## src/rtl/midi_pkg.sv

```systemverilog
// Shared types, byte-class constants and the MIDI message-length helper
// used by the MIDI transmit arbiter.
package midi_pkg;

  typedef enum logic [2:0] {
    IDLE   = 3'd0,
    DECODE = 3'd1,
    INSERT = 3'd2,
    PASS   = 3'd3,
    SYSEX  = 3'd4,
    DROP   = 3'd5
  } midi_state_e;

  localparam logic [7:0] ST_SYSEX = 8'hF0;
  localparam logic [7:0] ST_EOX   = 8'hF7;
  localparam logic [7:0] RT_MIN   = 8'hF8;

  // Total message length (status byte included) implied by a status byte.
  // Returns 0 for SysEx start (open-ended) and for data bytes.
  function automatic logic [1:0] midi_msg_len(input logic [7:0] status);
    logic [1:0] len;
    len = 2'd0;
    case (status[7:4])
      4'h8, 4'h9, 4'hA, 4'hB, 4'hE: len = 2'd3;
      4'hC, 4'hD:                   len = 2'd2;
      4'hF: begin
        case (status[3:0])
          4'h0:       len = 2'd0;
          4'h1, 4'h3: len = 2'd2;
          4'h2:       len = 2'd3;
          default:    len = 2'd1;
        endcase
      end
      default: len = 2'd0;
    endcase
    return len;
  endfunction

endpackage

```

## src/rtl/midi_rr_pick.sv

```systemverilog
// Combinational round-robin picker: first valid requester at or after the
// pointer, wrapping modulo NREQ. Produces one-hot, index and an any flag.
module midi_rr_pick #(
  parameter int NREQ = 2,
  parameter int IW   = 1
) (
  input  logic [NREQ-1:0] valid_i,
  input  logic [IW-1:0]   ptr_i,
  output logic [NREQ-1:0] onehot_o,
  output logic [IW-1:0]   idx_o,
  output logic            any_o
);

  localparam int SW = IW + 1;
  localparam logic [SW-1:0] NREQ_W = SW'(NREQ);

  logic [SW-1:0] sum_s;
  logic [IW-1:0] cand_s;

  // Scan candidates in rotating order; the first valid one wins.
  always_comb begin
    onehot_o = '0;
    idx_o    = '0;
    any_o    = 1'b0;
    sum_s    = '0;
    cand_s   = '0;
    for (int k = 0; k < NREQ; k++) begin
      sum_s = {1'b0, ptr_i} + SW'(k);
      if (sum_s >= NREQ_W) begin
        sum_s = sum_s - NREQ_W;
      end else begin
        sum_s = sum_s;
      end
      cand_s = sum_s[IW-1:0];
      if (!any_o && valid_i[cand_s]) begin
        any_o            = 1'b1;
        onehot_o[cand_s] = 1'b1;
        idx_o            = cand_s;
      end else begin
        any_o = any_o;
      end
    end
  end

endmodule

```

## src/rtl/midi_tx_arbiter.sv

```systemverilog
// Shares one MIDI UART transmitter among NREQ byte sources. Ownership is
// granted per complete MIDI message, running status is re-inserted when
// another source changed the status on the wire, and a stalled owner is
// released after TIMEOUT idle cycles.
module midi_tx_arbiter
  import midi_pkg::*;
#(
  parameter int          NREQ    = 2,
  parameter logic [19:0] TIMEOUT = 20'd171800
) (
  input  logic              clk,
  input  logic              reset,
  input  logic [NREQ-1:0]   req_valid,
  input  logic [8*NREQ-1:0] req_data,
  output logic [NREQ-1:0]   req_ready,
  output logic              tx_valid,
  output logic [7:0]        tx_data,
  input  logic              tx_ready,
  output logic [NREQ-1:0]   grant,
  output logic              abort
);

  localparam int IW = (NREQ > 2) ? 2 : 1;

  midi_state_e state_q, state_d;
  logic [NREQ-1:0]      grant_q, grant_d;
  logic [IW-1:0]        gidx_q, gidx_d;
  logic [IW-1:0]        rr_q, rr_d;
  logic [NREQ-1:0][7:0] rs_q, rs_d;
  logic [7:0]           wire_st_q, wire_st_d;
  logic [1:0]           rem_q, rem_d;
  logic                 tx_valid_q, tx_valid_d;
  logic [7:0]           tx_data_q, tx_data_d;
  logic                 abort_q, abort_d;
  logic [19:0]          tmo_q, tmo_d;

  logic [NREQ-1:0] pick_onehot_s;
  logic [IW-1:0]   pick_idx_s;
  logic            pick_any_s;
  logic [7:0]      head_s;
  logic            head_valid_s;
  logic [7:0]      rs_g_s;
  logic [1:0]      head_len_s;
  logic [1:0]      rs_len_s;
  logic            load_s;
  logic            xfer_s;
  logic            fwd_s;
  logic            consume_s;
  logic            release_s;

  midi_rr_pick #(
    .NREQ (NREQ),
    .IW   (IW)
  ) u_pick (
    .valid_i  (req_valid),
    .ptr_i    (rr_q),
    .onehot_o (pick_onehot_s),
    .idx_o    (pick_idx_s),
    .any_o    (pick_any_s)
  );

  assign load_s     = !tx_valid_q || tx_ready;
  assign xfer_s     = tx_valid_q && tx_ready;
  assign head_len_s = midi_msg_len(head_s);
  assign rs_len_s   = midi_msg_len(rs_g_s);

  // Select head byte, valid and running status of the granted requester.
  always_comb begin
    head_s       = 8'h00;
    head_valid_s = 1'b0;
    rs_g_s       = 8'h00;
    for (int i = 0; i < NREQ; i++) begin
      if (gidx_q == IW'(i)) begin
        head_s       = req_data[8*i +: 8];
        head_valid_s = req_valid[i];
        rs_g_s       = rs_q[i];
      end else begin
        head_s = head_s;
      end
    end
  end

  // Arbiter next state, status bookkeeping, output register and timeout.
  always_comb begin
    state_d    = state_q;
    grant_d    = grant_q;
    gidx_d     = gidx_q;
    rr_d       = rr_q;
    rs_d       = rs_q;
    wire_st_d  = wire_st_q;
    rem_d      = rem_q;
    tx_valid_d = tx_valid_q && !tx_ready;
    tx_data_d  = tx_data_q;
    abort_d    = 1'b0;
    tmo_d      = 20'd0;
    fwd_s      = 1'b0;
    consume_s  = 1'b0;
    release_s  = 1'b0;

    case (state_q)
      IDLE: begin
        if (pick_any_s) begin
          grant_d = pick_onehot_s;
          gidx_d  = pick_idx_s;
          state_d = DECODE;
        end else begin
          state_d = IDLE;
        end
      end
      DECODE: begin
        if (!head_valid_s) begin
          grant_d = '0;
          state_d = IDLE;
        end else if (head_s >= RT_MIN) begin
          // rem=0 marks a lone realtime message: it releases on its own byte.
          rem_d   = 2'd0;
          state_d = PASS;
        end else if (head_s == ST_SYSEX) begin
          state_d = SYSEX;
        end else if (head_s[7]) begin
          rem_d   = head_len_s;
          state_d = PASS;
        end else if (rs_g_s == 8'h00) begin
          state_d = DROP;
        end else if (rs_g_s == wire_st_q) begin
          rem_d   = rs_len_s - 2'd1;
          state_d = PASS;
        end else begin
          state_d = INSERT;
        end
      end
      INSERT: begin
        if (load_s) begin
          tx_valid_d = 1'b1;
          tx_data_d  = rs_g_s;
          wire_st_d  = rs_g_s;
          rem_d      = rs_len_s - 2'd1;
          state_d    = PASS;
        end else begin
          state_d = INSERT;
        end
      end
      PASS: begin
        if (load_s && head_valid_s) begin
          fwd_s     = 1'b1;
          consume_s = 1'b1;
          if (head_s >= RT_MIN) begin
            release_s = (rem_q == 2'd0);
          end else if (rem_q <= 2'd1) begin
            release_s = 1'b1;
          end else begin
            rem_d = rem_q - 2'd1;
          end
        end else begin
          state_d = PASS;
        end
      end
      SYSEX: begin
        if (load_s && head_valid_s) begin
          fwd_s     = 1'b1;
          consume_s = 1'b1;
          if (head_s == ST_EOX) begin
            release_s = 1'b1;
          end else if (head_s >= RT_MIN || head_s == ST_SYSEX || !head_s[7]) begin
            state_d = SYSEX;
          end else if (head_len_s <= 2'd1) begin
            // A nested status ends the SysEx and starts a new message.
            release_s = 1'b1;
          end else begin
            rem_d   = head_len_s - 2'd1;
            state_d = PASS;
          end
        end else begin
          state_d = SYSEX;
        end
      end
      DROP: begin
        consume_s = head_valid_s;
        grant_d   = '0;
        state_d   = IDLE;
      end
      default: begin
        grant_d = '0;
        state_d = IDLE;
      end
    endcase

    if (fwd_s) begin
      tx_valid_d = 1'b1;
      tx_data_d  = head_s;
      if (head_s[7] && head_s < RT_MIN) begin
        if (head_s[7:4] != 4'hF) begin
          rs_d[gidx_q] = head_s;
          wire_st_d    = head_s;
        end else begin
          rs_d[gidx_q] = 8'h00;
          wire_st_d    = 8'h00;
        end
      end else begin
        wire_st_d = wire_st_d;
      end
    end else begin
      tx_data_d = tx_data_d;
    end

    if (state_q == PASS || state_q == SYSEX) begin
      if (xfer_s || consume_s) begin
        tmo_d = 20'd0;
      end else if (tmo_q == TIMEOUT - 20'd1) begin
        abort_d   = 1'b1;
        wire_st_d = 8'h00;
        release_s = 1'b1;
      end else begin
        tmo_d = tmo_q + 20'd1;
      end
    end else begin
      tmo_d = 20'd0;
    end

    if (release_s) begin
      grant_d = '0;
      state_d = IDLE;
      rr_d    = (gidx_q == IW'(NREQ - 1)) ? '0 : gidx_q + IW'(1);
    end else begin
      rr_d = rr_d;
    end
  end

  // State and output registers with synchronous reset.
  always_ff @(posedge clk) begin
    if (reset) begin
      state_q    <= IDLE;
      grant_q    <= '0;
      gidx_q     <= '0;
      rr_q       <= '0;
      rs_q       <= '0;
      wire_st_q  <= 8'h00;
      rem_q      <= 2'd0;
      tx_valid_q <= 1'b0;
      tx_data_q  <= 8'h00;
      abort_q    <= 1'b0;
      tmo_q      <= 20'd0;
    end else begin
      state_q    <= state_d;
      grant_q    <= grant_d;
      gidx_q     <= gidx_d;
      rr_q       <= rr_d;
      rs_q       <= rs_d;
      wire_st_q  <= wire_st_d;
      rem_q      <= rem_d;
      tx_valid_q <= tx_valid_d;
      tx_data_q  <= tx_data_d;
      abort_q    <= abort_d;
      tmo_q      <= tmo_d;
    end
  end

  assign req_ready = consume_s ? grant_q : '0;
  assign tx_valid  = tx_valid_q;
  assign tx_data   = tx_data_q;
  assign grant     = grant_q;
  assign abort     = abort_q;

endmodule

```

## config.mk

```make
export PLATFORM = sky130hd
export DESIGN_NAME = midi_tx_arbiter
export DESIGN_NICKNAME = d
export VERILOG_FILES = /design/src/rtl/midi_pkg.sv /design/src/rtl/midi_rr_pick.sv /design/src/rtl/midi_tx_arbiter.sv
export SDC_FILE = /design/constraint.sdc
export NUM_CORES = 1
export LEC_CHECK = 0
export BUFFER_PORTS_ARGS = -buffer_cell sky130_fd_sc_hd__buf_4
export CAP_MARGIN = 10
export CORE_ASPECT_RATIO = 1.5
export CORE_MARGIN = 10
export CORE_UTILIZATION = 55
export DETAILED_ROUTE_END_ITERATION = 8
export GPL_ROUTABILITY_DRIVEN = 0
export PLACE_DENSITY = 0.86
export SETUP_SLACK_MARGIN = 0.05
export SKIP_LAST_GASP = 1
export SYNTH_ARGS = -nofsm -noshare
export SYNTH_HDL_FRONTEND = slang
export SYNTH_SLANG_ARGS = --single-unit
```

## constraint.sdc

```tcl
create_clock -name clk -period 2.4 [get_ports clk]
set_clock_uncertainty 0.1 [all_clocks]
set_input_delay 0.48 -clock clk [delete_from_list [all_inputs] [get_ports clk]]
set_output_delay 0.48 -clock clk [all_outputs]
set_load 0.02 [all_outputs]
```

==> impl_metrics.py <==
metrics = {
    "synth": {
        "synth_top_area_share_pct": 35.2,
        "syn_inst": 447,
        "async_flop_share_pct": 0,
        "yosysWarningCount": 0,
        "yosys.area.top_type": "dfxtp_1",
        "synth_common_cells": "86 x nor2_1, 63 x dfxtp_1, 35 x a21oi_1",
        "yosysMostFrequentCell": "nor2_1",
        "synth-simple-area-share_pct": 25.4,
        "syn_nets": 471,
        "synth-seq-cells": 63,
        "synth_compound_area_share_pct": 21.2,
        "seq_area_frac_synth_pct": 35.2,
        "synth_xor_area_share_pct": 5.62,
        "synth.avg_cell_area_um2": 8.02,
        "synth_edf_count": 0,
        "syn_area_mm2": 0.00358,
        "synth_cell_types": 59,
        "synthAdderAreaFrac_pct": 1.05,
        "synth_area_leaders": "dfxtp_1 35%, nor2_1 9.0%, a21oi_1 4.9%, nand2_1 3.6%, o21ai_0 3.5%",
        "synth_top_family_by_area": "simple AND/OR/NAND/NOR gates",
        "muxShareOfSynthArea_pct": 7.05,
        "synth_flop_cell": "dfxtp_1",
    },
    "hold_path": {
        "hold_depth": 3,
        "holdCritStartpoint": "req_data[0]",
        "min_path_type": "input pin to register",
        "hold-path-endpoint": "rs_q[0]$_SDFFE_PP0P_",
    },
    "timing": {
        "maxSlewHeadroom_pct": 62.7,
        "tightest_slew_ns": 0.558,
        "rsz0062_at_grt": "true",
        "period_minus_slack_ns": 2.42,
        "max_freq_ghz": 0.412,
        "final_max_slew_viol_count": 0,
        "period_share_pct": 101,
        "tns_ns": -0.0447,
        "hold_viol": 0,
        "setup_slack_ns": -0.0246,
        "setup_violations": 2,
    },
    "clock_tree": {
        "worstSkewPairLatency_ns": 0.37,
        "cts.htree.levels": 3,
        "root_buffer": "clkbuf_8",
        "cts.sink_count": 63,
        "cts_buffer_depth": 2,
        "hold_buffers": 0,
        "cts_tree": "built",
        "clkTransAtPathRegs_ns": 0.07,
        "numCtsBuffers": 9,
    },
    "setup_path": {
        "path_cells": "buf_12, mux2i_2, a211o_1, a21oi_1, a2111oi_4, a21oi_1, a311oi_1",
        "start_kind": "register",
        "rr_worst_depth": 7,
        "end_kind": "register",
        "path_class": "register to register",
        "cp-startpoint": "gidx_q$_SDFFE_PP0P_",
        "path_max_fanout": 7,
        "worstReg2RegStart": "gidx_q$_SDFFE_PP0P_",
        "slowest_stage": "mux2i_2",
        "rrSetupSlack_ns": -0.02,
        "crit_top_cell": "a21oi_1",
        "r2r-end": "rem_q[0]$_SDFFE_PP0P_",
        "cpPeakStageDelay_ns": 0.46,
        "required_ns": 2.57,
        "worstPathArrival_ns": 2.59,
    },
    "route": {
        "vias_per_cell": 6.46,
        "wirelength_um": 12000,
        "drcViolationCount": 3,
        "wl_per_cell_um": 20.1,
        "vias": 3872,
        "drtIter0Drc": 525,
        "dr.pass1.iters": 8,
        "ant_nets": 0,
    },
    "run_status": {
        "violations": "design-rule violations, negative setup slack",
        "status": "finished, violations left",
    },
    "floorplan": {
        "die_w_um": 85.9,
        "die_area_mm2": 0.0102,
        "row_count": 36,
        "start_util_pct": 55.7,
        "io_pins": 35,
        "die_h_um": 119,
        "core-area_mm2": 0.00644,
    },
    "final_layout": {
        "drive_above_1_share_pct": 29.8,
        "final_area_mm2": 0.00468,
        "fill_cells": 424,
        "multi_input_area_mm2": 0.00235,
        "final_nets": 542,
        "antennaDiodeCount": 0,
        "fin_util_pct": 72.7,
        "seq_area_mm2": 0.00127,
        "areaGrowthSynthToFinish_pct": 30.6,
    },
    "power_and_ir_drop": {
        "irDropWorstVdd_v": 0.000562,
        "total_power_mw": 2.98,
        "power.density_mw_per_mm2": 637,
        "cellLeakagePower_nw": 1.74,
    },
    "global_route": {
        "grt_util_all_layers_pct": 21.1,
        "grt_first_pass_wirelength_um": 17600,
        "grt_max_degree": 33,
        "antenna_found_initial": 0,
        "overflow": 0,
        "grt_pass1_vias": 3603,
    },
    "placed_design": {
        "io_buffer_count": 34,
        "dpl_cell_area_mm2": 0.00405,
        "hpwl_um": 7540,
    },
    "run": {
        "cap_violations": 0,
    },
}
-- metrics by stage --
| step | worst slack [ns] | instances | hold WS (ns) |
|---|---|---|---|
| finish | -0.0246 | 599 | 0.300 |
| global route | -0.216 | 599 | 0.315 |
| CTS | 0.00246 | 585 | 0.302 |
| global placement | -0.211 | 564 | 0.340 |
| detailed placement | -0.155 | 564 | 0.356 |
| floorplan | 0.246 | 447 | 0.326 |
-- logic make-up after synthesis --
kind of cell | after synthesis
xor+xnor | 23
buf+inv | 32
fa+ha+maj | 3
compound gates | 115
mux | 20
flops | 63
simple gates | 191
-- critical path, delay by kind of cell (launching register included) --
kind            cells  cell delay [ns]
buf+inv             1             0.15
flops               1             0.39
mux                 1             0.46
compound gates      5             1.23
-- repair_timing --
action | CTS | global route
gates resized for setup | 11 | 42
buffers inserted | 4 | 13
endpoints found under the setup margin | 14 | 32
gates cloned | 1 | 1
pin swaps | 4 | 11
-- state kept, by name (all words and copies together), names as in the netlist --
register / cells
tmo_q: 20
tx_valid: 1
rr_q: 1
rs_q: 16
grant: 2
tx_data: 8
abort: 1
wire_st_q: 8
gidx_q: 1
state_q: 3
rem_q: 2
-- final cells by class --
cell class | count | share of cell area [%]
multi-input combinational | 352 | 50.3
sequential | 63 | 27.1
timing repair buffer | 82 | 14.8
clock buffer | 10 | 2.94
tap | 76 | 2.03
clock inverter | 6 | 1.98
inverter | 10 | 0.882
-- worst max path at each step --
stage	endpoint	slack, ns	depth (start not counted)
after detailed placement	state_q[2]$_SDFFE_PP0P_	-0.16	7
after global placement	state_q[2]$_SDFFE_PP0P_	-0.21	7
after global routing	rem_q[0]$_SDFFE_PP0P_	-0.22	7
after floorplan	rem_q[0]$_SDFFE_PP0P_	0.25	10
after CTS	state_q[2]$_SDFFE_PP0P_	0.002	7
final	rem_q[0]$_SDFFE_PP0P_	-0.02	7
-- placed cells by master (no fill, tap or decap), types with 6 or more instances in the layout --
cell      Yosys  routed
nand3_1      10       9
nand2_1      34      34
nor2_1       86      82
a21oi_1      35      31
a22oi_1       7       7
clkbuf_8      0      10
nor3_1       11       7
dfxtp_1      63      61
inv_1        10       9
a211oi_1     14      13
mux2i_4       3       6
xnor2_1      11      10
o21ai_0      25      19
nand4_1       7       7
xor2_1       12      12
buf_4         1      77
mux2_2        9       9
or3_1         7       6
-- layer usage --
layer	track usage (%)	wire, um	share of wire (%)	up-vias
met2	35.6	6010	50	258
met4	15.3	878	7.3	0
li1	-	-	-	1749
met3	5.25	927	7.7	77
met5	0	0	0	-
met1	21.8	4220	35	1788
-- power by group --
group | internal [mW] | switching [mW]
Clock | 0.618 | 0.460
Sequential | 1.08 | 0.0393
Combinational | 0.346 | 0.436
No activity file was read; power rests on OpenSTA's default activity.
